--- src/rtl/shadow_reg_stack.sv ---
// Shadow register stack: buffers captured exception frames and streams them
// to memory, and restores a frame from memory into a readable buffer.
module shadow_reg_stack #(
  parameter int XLEN    = 64,
  parameter int NrRegs  = 16,
  parameter int NrBanks = 2
) (
  input  logic                   clk_i,
  input  logic                   rst_ni,
  input  logic                   save_i,
  output logic                   save_ready_o,
  input  logic [NrRegs*XLEN-1:0] save_data_i,
  input  logic [XLEN-1:0]        save_esf_i,
  output logic                   st_valid_o,
  input  logic                   st_ready_i,
  output logic [XLEN-1:0]        st_addr_o,
  output logic [XLEN-1:0]        st_data_o,
  output logic [4:0]             save_level_o,
  input  logic                   load_valid_i,
  output logic                   load_ack_o,
  input  logic [XLEN-1:0]        load_esf_i,
  output logic                   ld_valid_o,
  input  logic                   ld_ready_i,
  output logic [XLEN-1:0]        ld_addr_o,
  input  logic                   ld_rvalid_i,
  input  logic [XLEN-1:0]        ld_rdata_i,
  output logic [4:0]             load_level_o,
  input  logic [4:0]             raddr_i,
  output logic [XLEN-1:0]        rdata_o,
  input  logic [11:0]            page_offset_i,
  output logic                   page_offset_match_o,
  input  logic                   mret_valid_i,
  output logic                   mret_ready_o,
  input  logic                   flush_i
);

  localparam int PW = (NrBanks > 1) ? $clog2(NrBanks) : 1;
  localparam int CW = $clog2(NrBanks + 1);
  localparam int IW = $clog2(NrRegs);
  localparam logic [XLEN-1:0] STRIDE = XLEN'(XLEN / 8);
  localparam logic [4:0] LAST = 5'(NrRegs - 1);

  typedef enum logic [1:0] {
    IDLE,
    LOAD_REQ,
    LOAD_WAIT
  } state_e;

  logic [NrRegs*XLEN-1:0] fifo_data [NrBanks];
  logic [XLEN-1:0]        fifo_esf  [NrBanks];
  logic [PW-1:0]          rd_ptr, wr_ptr;
  logic [CW-1:0]          count;
  logic [4:0]             k_q;
  logic                   empty, full;
  logic                   push, pop, st_hs;
  logic [NrRegs*XLEN-1:0] head_data;
  logic [XLEN-1:0]        head_esf;

  state_e          state_q, state_d;
  logic [4:0]      j_q;
  logic [5:0]      level_q;
  logic [XLEN-1:0] ld_esf_q;
  logic            ack_q;
  logic            accept, resp, abort;
  logic [XLEN-1:0] rbuf [NrRegs];

  function automatic logic [PW-1:0] inc(input logic [PW-1:0] p);
    if (p == PW'(NrBanks - 1)) return '0;
    return p + PW'(1);
  endfunction

  assign empty     = (count == '0);
  assign full      = (count == CW'(NrBanks));
  assign head_data = fifo_data[rd_ptr];
  assign head_esf  = fifo_esf[rd_ptr];

  assign st_hs = st_valid_o && st_ready_i;
  assign pop   = st_hs && (k_q == LAST);
  // A full FIFO still takes a capture when the head retires this cycle
  assign push  = save_i && (!full || pop);

  assign save_ready_o = !full;
  assign st_valid_o   = !empty;
  assign save_level_o = empty ? 5'd0 : k_q;
  assign st_addr_o    = empty ? '0 : head_esf + XLEN'(k_q) * STRIDE;
  assign st_data_o    = empty ? '0 : head_data[int'(k_q)*XLEN +: XLEN];

  always_ff @(posedge clk_i) begin
    if (push) begin
      fifo_data[wr_ptr] <= save_data_i;
      fifo_esf[wr_ptr]  <= save_esf_i;
    end
  end

  always_ff @(posedge clk_i or negedge rst_ni) begin
    if (!rst_ni) begin
      rd_ptr <= '0;
      wr_ptr <= '0;
      count  <= '0;
      k_q    <= '0;
    end else begin
      if (push) wr_ptr <= inc(wr_ptr);
      if (pop) rd_ptr <= inc(rd_ptr);
      if (push && !pop) count <= count + CW'(1);
      else if (pop && !push) count <= count - CW'(1);
      if (st_hs) k_q <= pop ? 5'd0 : k_q + 5'd1;
    end
  end

  always_comb begin
    logic [PW:0] sum;
    logic [PW-1:0] idx;
    logic [11:0] a;
    page_offset_match_o = 1'b0;
    sum = '0;
    idx = '0;
    a   = '0;
    for (int b = 0; b < NrBanks; b++) begin
      sum = {1'b0, rd_ptr} + (PW+1)'(b);
      if (sum >= (PW+1)'(NrBanks)) sum = sum - (PW+1)'(NrBanks);
      idx = sum[PW-1:0];
      if (b < int'(count)) begin
        for (int r = 0; r < NrRegs; r++) begin
          a = fifo_esf[idx][11:0] + 12'(r * (XLEN / 8));
          // Head registers already stored can no longer alias
          if ((b != 0 || r >= int'(k_q)) && a == page_offset_i)
            page_offset_match_o = 1'b1;
        end
      end
    end
  end

  assign abort = flush_i && (state_q != IDLE);

  always_comb begin
    state_d    = state_q;
    accept     = 1'b0;
    resp       = 1'b0;
    ld_valid_o = 1'b0;
    unique case (state_q)
      IDLE: begin
        if (load_valid_i && empty && !save_i) begin
          accept  = 1'b1;
          state_d = LOAD_REQ;
        end
      end
      LOAD_REQ: begin
        ld_valid_o = 1'b1;
        if (flush_i) state_d = IDLE;
        else if (ld_ready_i) state_d = LOAD_WAIT;
      end
      LOAD_WAIT: begin
        if (flush_i) state_d = IDLE;
        else if (ld_rvalid_i) begin
          resp    = 1'b1;
          state_d = (j_q == LAST) ? IDLE : LOAD_REQ;
        end
      end
      default: state_d = IDLE;
    endcase
  end

  always_ff @(posedge clk_i or negedge rst_ni) begin
    if (!rst_ni) begin
      state_q  <= IDLE;
      j_q      <= '0;
      level_q  <= '0;
      ld_esf_q <= '0;
      ack_q    <= 1'b0;
      for (int i = 0; i < NrRegs; i++) rbuf[i] <= '0;
    end else begin
      state_q <= state_d;
      ack_q   <= accept;
      if (accept) begin
        ld_esf_q <= load_esf_i;
        j_q      <= '0;
        level_q  <= 6'(NrRegs);
      end else if (abort) begin
        j_q     <= '0;
        level_q <= '0;
      end else if (resp) begin
        rbuf[j_q[IW-1:0]] <= ld_rdata_i;
        level_q <= level_q - 6'd1;
        j_q     <= (j_q == LAST) ? 5'd0 : j_q + 5'd1;
      end
    end
  end

  assign load_ack_o   = ack_q;
  assign load_level_o = level_q[4:0];
  assign ld_addr_o    = (state_q == LOAD_REQ) ? ld_esf_q + XLEN'(j_q) * STRIDE : '0;
  assign mret_ready_o = (state_q == IDLE) && (level_q == '0);

  always_comb begin
    rdata_o = '0;
    if ({1'b0, raddr_i} < 6'(NrRegs)) rdata_o = rbuf[raddr_i[IW-1:0]];
  end

  logic unused;
  assign unused = mret_valid_i;

endmodule

--- config.mk ---
export PLATFORM = sky130hd
export DESIGN_NAME = shadow_reg_stack
export DESIGN_NICKNAME = d
export VERILOG_FILES = /design/src/rtl/shadow_reg_stack.sv
export SDC_FILE = /design/constraint.sdc
export NUM_CORES = 2
export LEC_CHECK = 0
export ABC_AREA = 0
export ABC_CLOCK_PERIOD_IN_PS = 46100
export BUFFER_PORTS_ARGS = -buffer_cell sky130_fd_sc_hd__buf_2
export CAP_MARGIN = 10
export CORE_AREA = 3 3 581 583
export CTS_BUF_LIST = sky130_fd_sc_hd__clkbuf_16
export CTS_CLUSTER_SIZE = 25
export DETAILED_ROUTE_END_ITERATION = 16
export DIE_AREA = 0 0 584 586
export GPL_ROUTABILITY_DRIVEN = 0
export PLACE_DENSITY_LB_ADDON = 0.2
export SYNTH_ARGS = -nofsm -noshare
export SYNTH_HDL_FRONTEND = slang
export SYNTH_SLANG_ARGS = --single-unit
export TNS_END_PERCENT = 1
--- constraint.sdc ---
create_clock -name clk_i -period 46.1 [get_ports clk_i]
set_clock_uncertainty 0.05 [all_clocks]
set_input_delay 9.22 -clock clk_i [delete_from_list [all_inputs] [get_ports clk_i]]
set_output_delay 9.22 -clock clk_i [all_outputs]
set_load 0.005 [all_outputs]
==> run metrics <==
outcome finished, final reports clean; Critical Path Start Type primary input; worst min path class flop to flop; # fillers 27,900; routed wire length 426 mm; DR WL/cell 30.7 um; share of the yosys chip area belonging to registers 67.0%; initial core utilization 41.7%; CP Max Fanout 93; Overall Power 0.00863 W; crit path DAT 12.97 ns; antenna violations before repair 529; worst skew pair latency 0.90 ns; worst vdd ir 43.4 uV; via-per-instance ratio 5.69; 1st-iter DRT viols 7,061; Inserted Clock Buffers 355; Worst-Margin Slew 1.30 ns; nets 10,300; Setup Fix Bufs, Post-CTS 0; Max Cap Viol 0; CTS Sinks 3,287; Vias 79,000; Root Buffer clkbuf_16; crit share post-route 48.2%; RSZ-0062 raised after global routing no; minimum clock period 22.24 ns; vias in the first global route 80,800; Post-Syn Nets 8,792; Post-synth EDFFs 2,176; HPWL Detailed 294 mm; Power per Cell Area 53.1 mW/mm^2; final setup violation count 0; grt met2 use 40.3%; critical path capture point type primary output; # DRC 0; GR Layer Usage met3 7.92%; Pre-Repair DR Iteration Count 7; WS Path Type primary input to primary output; pre-CTS setup slack 23.77 ns; I/O pin total 1,514; main area contributors after synthesis edfxtp_1, dfrtp_1, mux4_2, mux2_2, clkbuf_1; final instance area 0.163 mm^2; fmax 45.0 MHz; final antenna-violating net count 0; commonest non-fill, non-tap cell in the layout edfxtp_1; Seq cells post-synth 3,287; die width 584 um; final max-slew violation count 0; H-tree levels 5; Synth async-reset ratio 33.8%; top cell type by total area after synthesis edfxtp_1; Die H 586 um; syn_area_per_cell 18.5 um^2; Cell Rows 212; total global-route track usage 24.4%; P&R area growth vs syn 17.1%; Hold Fails Final Rpt 0; post_cts resized 0; CTS tree built; commonest cells after routing, fill and taps aside edfxtp_1, buf_2, dfrtp_1; GRT Max-Usage Layer met2; instance count of the mapped netlist 7,497; GR Layer Usage met1 29.3%; CTS Buffer Depth 4; CTS clk-pin slew, worst paths 0.06 ns; Synth cell types 90; gr ovfl total 0; Final Non-Filler Cells 13,900; die footprint 0.342 mm^2; Core Region 0.333 mm^2; hold_buf cts 0; first-pass GRT wire length 597 mm; Yosys warnings 0; port bufs 1,512; top-area cell type share of the netlist area 47.0%; share of cells above drive strength 1 44.7%; placed insts 13,000; Synth Flop Type edfxtp_1; CP required 36.83 ns; largest net degree at the start of global routing 180; Post-DP Area 0.151 mm^2; Post-Route Setup TNS 0 ns; post-synthesis cell area 0.139 mm^2; Slew HR 12.8%; Pleak 64.3 nW; worst setup margin 23.86 ns
[area by class of cell]
type | instances | area, um^2 | area share, %
timing repair buffer | 1623 | 8590 | 5.28
multi-input combinational | 3657 | 43600 | 26.8
antenna | 244 | 611 | 0.375
inverter | 53 | 199 | 0.122
tap | 4387 | 5490 | 3.37
clock inverter | 278 | 1950 | 1.20
clock buffer | 360 | 9010 | 5.54
sequential | 3287 | 93200 | 57.3
[worst paths after layout]
path,start,endpoint,slack [ns],cells past startpoint
max,raddr_i[0],rdata_o[50],23.86,7
min,ld_esf_q[2],ld_esf_q[2],0.42,2
max reg2reg,k_q[2],fifo_data[0][658],37.52,11
min reg2reg,ld_esf_q[2],ld_esf_q[2],0.42,2
max in group asynchronous,rst_ni,rbuf[820],33.57,5
min in group asynchronous,rst_ni,rbuf[766],8.29,1
[synthesized netlist by cell type (49+ instances only)]
cell,count
a21oi_1,108
xor2_1,75
edfxtp_1,2176
nand3_1,72
nand2_1,328
dfrtp_1,1111
buf_2,58
nor2_1,245
inv_1,49
mux2i_1,107
clkbuf_1,372
mux2_2,1040
mux4_2,946
nor3_1,55
ha_1,51
o21ai_0,58
nor2b_1,94
xnor2_1,124
[metrics by stage]
step           util [%]  hold WS (ns)
2_1_floorplan         -         0.387
3_3_place_gp       45.3         0.400
3_5_place_dp       45.3         0.407
4_1_cts            48.6         0.421
5_1_grt            48.7         0.433
6_report           48.8         0.417
[report_power, final]
part	internal, W	total, W	switching [W]
Clock	0.00153	0.00270	0.00117
Combinational	0.000804	0.00202	0.00122
Sequential	0.00375	0.00391	0.000167
Total	0.00608	0.00863	0.00256
[registers in the layout, indices dropped and copies added, names as in the netlist]
signal,flops
fifo_data,2048
rbuf,1024
fifo_esf,128
ld_esf_q,64
level_q,6
j_q,5
k_q,5
count,2
state_q,2
load_ack_o,1
rd_ptr,1
wr_ptr,1
[routing by layer]
layer	wire length, um	vias up	part of all wire (%)
met3	37100	1289	8.7
met1	156000	41300	37
met5	1680	-	0.39
met2	210000	3232	49
met4	21400	250	5.0
li1	-	33000	-
[kinds of logic (layout without fill, tap and decap cells)]
logic type / Yosys count / in the layout / synth area share (%)
AO/OA/AOI/OAI: 336 / 336 / 1.56
AND/OR/NAND/NOR: 963 / 963 / 3.31
adder cells (fa/ha/maj): 53 / 53 / 0.488
flip-flops: 3287 / 3287 / 67.0
other: 0 / 244 / 0
multiplexers: 2099 / 2099 / 24.6
XOR/XNOR: 206 / 206 / 1.35
buffers and inverters: 553 / 2314 / 1.66
[critical path, cell delays in order]
cell and delay [ns]:
buf_8 0.47, buf_12 0.72, buf_4 0.72, mux4_2 0.62
mux4_2 0.50, nor2b_1 0.25, buf_2 0.23
Note: power is estimated with default switching activity, not from simulation.
